`src/rtl/led_pkg.sv`:
```
// led_pkg: shared PWM width and fade FSM state encoding.
package led_pkg;
    localparam int PWM_BITS = 8;
    typedef enum logic [2:0] {
        IDLE      = 3'd0,
        RAMP_UP   = 3'd1,
        HOLD_HI   = 3'd2,
        RAMP_DOWN = 3'd3,
        HOLD_LO   = 3'd4
    } state_e;
endpackage

```
`src/rtl/fade_tick_gen.sv`:
```
// fade_tick_gen: 256-clock PWM period counter and fade step divider.
module fade_tick_gen
    import led_pkg::*;
#(
    parameter int unsigned STEP_DIV = 4
) (
    input  logic clk,
    input  logic reset,
    input  logic step_clr,
    output logic period_start,
    output logic boundary,
    output logic step_tick
);
    localparam logic [15:0] STEP_LAST = 16'(STEP_DIV - 1);
    logic [PWM_BITS-1:0] cnt_q, cnt_d;
    logic [15:0] step_q, step_d;
    assign boundary     = cnt_q == '1;
    assign period_start = cnt_q == '0 && !reset;
    assign step_tick    = boundary && step_q == STEP_LAST;
    always_comb begin
        cnt_d  = cnt_q + PWM_BITS'(1);
        step_d = !boundary ? step_q : (step_clr || step_q == STEP_LAST) ? '0 : step_q + 16'd1;
    end
    always_ff @(posedge clk) begin
        if (reset) begin
            cnt_q  <= '0;
            step_q <= '0;
        end else begin
            cnt_q  <= cnt_d;
            step_q <= step_d;
        end
    end
endmodule

```
`src/rtl/led_fade_sequencer.sv`:
```
// led_fade_sequencer: fades a PWM duty level between min_level and max_level with hold phases.
module led_fade_sequencer
    import led_pkg::*;
#(
    parameter int unsigned STEP_DIV   = 4,
    parameter int unsigned HOLD_STEPS = 64
) (
    input  logic                clk,
    input  logic                reset,
    input  logic                enable,
    input  logic [PWM_BITS-1:0] min_level,
    input  logic [PWM_BITS-1:0] max_level,
    output logic [PWM_BITS-1:0] level,
    output logic                period_start,
    output logic [2:0]          phase,
    output logic                cycle_done
);
    localparam logic [15:0] HOLD_LAST = 16'(HOLD_STEPS - 1);
    state_e state_q, state_d;
    logic [PWM_BITS-1:0] level_q, level_d;
    logic [15:0] hold_q, hold_d;
    logic cycle_done_q, cycle_done_d;
    logic boundary, step_tick, step_clr, degen;
    logic [PWM_BITS:0] up, dn;

    fade_tick_gen #(.STEP_DIV(STEP_DIV)) u_tick (
        .clk         (clk),
        .reset       (reset),
        .step_clr    (step_clr),
        .period_start(period_start),
        .boundary    (boundary),
        .step_tick   (step_tick)
    );

    always_comb begin
        state_d      = state_q;
        level_d      = level_q;
        hold_d       = hold_q;
        cycle_done_d = 1'b0;
        step_clr     = 1'b0;
        up           = {1'b0, level_q} + (PWM_BITS+1)'(1);
        dn           = {1'b0, level_q} - (PWM_BITS+1)'(1);
        // an empty or inverted range pins the level at min and lets every exit fire on its first tick
        degen        = max_level <= min_level;
        if (boundary) begin
            if (!enable || state_q == IDLE) begin
                state_d  = enable ? RAMP_UP : IDLE;
                level_d  = min_level;
                hold_d   = '0;
                step_clr = 1'b1;
            end else if (step_tick) begin
                case (state_q)
                    RAMP_UP: begin
                        level_d = degen ? min_level : up >= {1'b0, max_level} ? max_level : up[PWM_BITS-1:0];
                        state_d = (degen || up >= {1'b0, max_level}) ? HOLD_HI : RAMP_UP;
                    end
                    RAMP_DOWN: begin
                        level_d = (degen || $signed(dn) <= $signed({1'b0, min_level})) ? min_level : dn[PWM_BITS-1:0];
                        state_d = (degen || $signed(dn) <= $signed({1'b0, min_level})) ? HOLD_LO : RAMP_DOWN;
                    end
                    HOLD_HI, HOLD_LO: begin
                        if (degen || hold_q == HOLD_LAST) begin
                            hold_d       = '0;
                            state_d      = state_q == HOLD_HI ? RAMP_DOWN : RAMP_UP;
                            cycle_done_d = state_q == HOLD_LO;
                        end else begin
                            hold_d = hold_q + 16'd1;
                        end
                    end
                    default: ;
                endcase
            end
        end
    end

    always_ff @(posedge clk) begin
        if (reset) begin
            state_q      <= IDLE;
            level_q      <= '0;
            hold_q       <= '0;
            cycle_done_q <= 1'b0;
        end else begin
            state_q      <= state_d;
            level_q      <= level_d;
            hold_q       <= hold_d;
            cycle_done_q <= cycle_done_d;
        end
    end

    assign level      = level_q;
    assign phase      = state_q;
    assign cycle_done = cycle_done_q;
endmodule

```
`config.mk`:
```
export PLATFORM = sky130hd
export DESIGN_NAME = led_fade_sequencer
export DESIGN_NICKNAME = d
export VERILOG_FILES = /design/src/rtl/led_pkg.sv /design/src/rtl/fade_tick_gen.sv /design/src/rtl/led_fade_sequencer.sv
export SDC_FILE = /design/constraint.sdc
export NUM_CORES = 1
export LEC_CHECK = 0
export BUFFER_PORTS_ARGS = -buffer_cell sky130_fd_sc_hd__buf_2
export CAP_MARGIN = 20
export CORE_ASPECT_RATIO = 0.8
export CORE_MARGIN = 10
export CORE_UTILIZATION = 46
export CTS_BUF_LIST = sky130_fd_sc_hd__clkbuf_8
export CTS_CLUSTER_DIAMETER = 100
export DETAILED_ROUTE_END_ITERATION = 10
export MAX_ROUTING_LAYER = met4
export PLACE_DENSITY_LB_ADDON = 0.2
export RECOVER_POWER = 25
export SETUP_SLACK_MARGIN = 0.4
export SYNTH_ARGS = -nofsm -noshare
export SYNTH_HDL_FRONTEND = slang
export SYNTH_SLANG_ARGS = --single-unit
```
`constraint.sdc`:
```
create_clock -name clk -period 5.68 [get_ports clk]
set_clock_uncertainty 0.05 [all_clocks]
set_input_delay 0.284 -clock clk [delete_from_list [all_inputs] [get_ports clk]]
set_output_delay 0.284 -clock clk [all_outputs]
set_load 0.01 [all_outputs]
```
==> out/qor.yml <==
die_x_um: 120
cts_resized: 0
routedWlPerCell_um: 15.1
startpoint_type: "flip-flop"
endpoint_kind: "flip-flop"
power.share.sequential: 0.564
grt_overflow_total: 0
timing.final.crit_share: 0.592
nets: 535
ys_types: 58
gp_congestion: 0.944
drt-pass1-iter-count: 4
crit_required_ns: 5.86
synth-seq-cells: 52
cts_setup_buffers: 0
max_slew_margin: 0.468
drive_gt1_frac: 0.0903
async_reset_ff_frac: 0
tightest_slew_ns: 0.798
syn_nets: 513
fin_crit_ns: 3.36
avgSynthCellArea_um2: 7.92
min_path_type: "in2reg"
grt_pass1_vias: 3112
wl_um: 8980
start_util: 0.467
drc_errors: 0
p_int_w: 0.000490
ys_seq_area_frac: 0.283
maxCapViolations: 0
ios: 32
syn_to_final_growth_pct: 8.85
die_y_um: 100
htree_levels: 2
grtUsageTotal: 0.153
worst-setup-path-type: "reg2reg"
std_cell_rows: 29
switching_share: 0.249
synth_cells: 464
clock_sinks: 52
drtIter0Drc: 189
critPathArrivalTime_ns: 3.55
grt_pass1_wl_um: 15200
peakVddDrop_mv: 0.127
grt_max_degree: 23
clk_path_buf_depth: 2
nFillCells: 796
finalHoldViolCount: 0
clkTransAtPathRegs_ns: 0.10
rsz0062_at_grt: "no"
syn_area_um2: 3680
cts_tree: "done"
core_area_um2: 7870
synth_ff_type: "dfxtp_1"
final_antenna_net_count: 0
power.share.clock: 0.340
clkLatencyLatePin_ns: 0.30
die-area_um2: 12000
outcome: "finished, final reports clean"
p_sw_w: 0.000162
io_buffers: 31
viasPerCell: 5.62
finalPower_w: 0.000653
diodes: 0
leakage_nw: 1.57
hpwl_um: 6990
fmaxAchievable_ghz: 0.297
setup_tns_ns: 0
antenna_found_initial: 0
postCtsHoldBufs: 0
setup_viol: 0
routed-via-count: 3344
slew_violations: 0
cellPowerDensity_nw_per_um2: 163
ys.warnings.count: 0
cts_inserted_buffers: 5
cts_root_buf: "clkbuf_8"
critPathMaxFanout: 11
synth_edf_count: 0
combPwrFrac: 0.096
through the flow:
step           setup WS, ns  instances  instance area, um2  utilization  hold slack, ns
3_3_place_gp           2.49        587                3920        0.497           0.394
3_5_place_dp           2.40        587                3920        0.497           0.405
5_1_grt                2.02        595                4000        0.508           0.234
2_1_floorplan          2.74        464                3680            -           0.380
6_report               2.32        595                4000        0.508           0.210
4_1_cts                2.38        595                4010        0.510           0.205
Yosys cell counts (3+ instances only):
library cell  count  area (um2)
a21oi_1          22         110
ha_1             30         375
clkbuf_1          9        33.8
or3_1             7        43.8
o21a_1            3        22.5
nor3_1           14        70.1
o41ai_1           3        26.3
nand3_1          31         155
nand4_1          17         106
a211oi_1          8        60.1
o31ai_1           4        30.0
dfxtp_1          52        1040
nor2b_1           4        25.0
mux2i_1           6        60.1
o21ai_0          13        65.1
and2_1            7        43.8
nand2b_1          5        31.3
o211ai_1          5        37.5
inv_1            28         105
buf_1             3        11.3
buf_2             8        40.0
a211o_1           3        26.3
a21o_1            5        37.5
and4_1            3        26.3
nor2_1           51         191
xnor2_1          15         131
nand2_1          27         101
a31oi_1           4        25.0
xor2_1           27         236
and3_1            8        50.1
nor4_1            8        50.1
kinds of logic after synthesis:
kind of cell    Yosys count  share of synthesized area
mux                       7                     0.0194
xor+xnor                 42                      0.100
compound gates           91                      0.171
flops                    52                      0.283
fa+ha+maj                31                      0.105
buf+inv                  48                     0.0517
simple gates            193                      0.270
final timing paths:
kind                              start                    endpoint  slack [ns]  depth (start not counted)
min                        min_level[4]       level[4]$_SDFFE_PP0P_        0.21                          3
max               level[2]$_SDFFE_PP0P_       level[4]$_SDFFE_PP0P_        2.32                         11
max reg2reg       level[2]$_SDFFE_PP0P_       level[4]$_SDFFE_PP0P_        2.32                         11
min reg2reg  u_tick.cnt_q[0]$_SDFF_PP0_  u_tick.cnt_q[0]$_SDFF_PP0_        0.42                          1
power by group through the flow:
stage                     clock [W]  combinational (W)  sequential [W]
after global routing       0.000244          0.0000714        0.000368
after floorplan                   0          0.0000401        0.000376
after global placement            0          0.0000620        0.000376
after CTS                  0.000230          0.0000631        0.000368
final                      0.000222          0.0000629        0.000368
after detailed placement          0          0.0000624        0.000376
sequential cells by signal, indices dropped and copies added (netlist names):
register / count
cycle_done: 1
hold_q: 16
level: 8
phase: 3
u_tick.cnt_q: 8
u_tick.step_q: 16
cells in the final DEF (no fill, tap or decap), types with 5 or more instances in the layout:
cell	count
nor4_1	8
o21ai_0	13
nor3_1	13
xnor2_1	15
a21o_1	5
o211ai_1	5
dfxtp_1	52
and2_1	7
xor2_1	27
nand2_1	27
nand4_1	17
clkbuf_1	9
ha_1	30
nand2b_1	5
nor2_1	51
or3_1	7
clkbuf_8	6
mux2i_1	6
nand3_1	31
and3_1	8
a21oi_1	22
inv_1	28
buf_2	22
a211oi_1	8
metal layers:
layer / part of all wire / GRT usage / wire length (um) / vias up
li1: - / - / - / 1734
met1: 0.50 / 0.205 / 4530 / 1557
met2: 0.45 / 0.242 / 4050 / 51
met3: 0.042 / 0.0258 / 380 / 2
met4: 0.0033 / 0.0241 / 30 / 0
met5: 0 / - / 0 / -
layout make-up:
cell class | instances | area (um2) | share of cell area
tap | 108 | 135 | 0.0338
sequential | 52 | 1040 | 0.260
inverter | 28 | 105 | 0.0263
clock buffer | 6 | 82.6 | 0.0206
clock inverter | 2 | 13.8 | 0.00344
timing repair buffer | 35 | 174 | 0.0435
multi-input combinational | 364 | 2450 | 0.612
critical path: stages, from the launching register on:
cell and delay [ns]:
dfxtp_1 0.43, nor4_1 0.55, nand2_1 0.13, xnor2_1 0.17, ha_1 0.33, a22oi_1 0.09
o211ai_1 0.10, a31oi_1 0.10, nor3_1 0.55, o21ai_2 0.26, or3_1 0.38, o21ai_0 0.17
No activity file was read; power rests on OpenSTA's default activity.
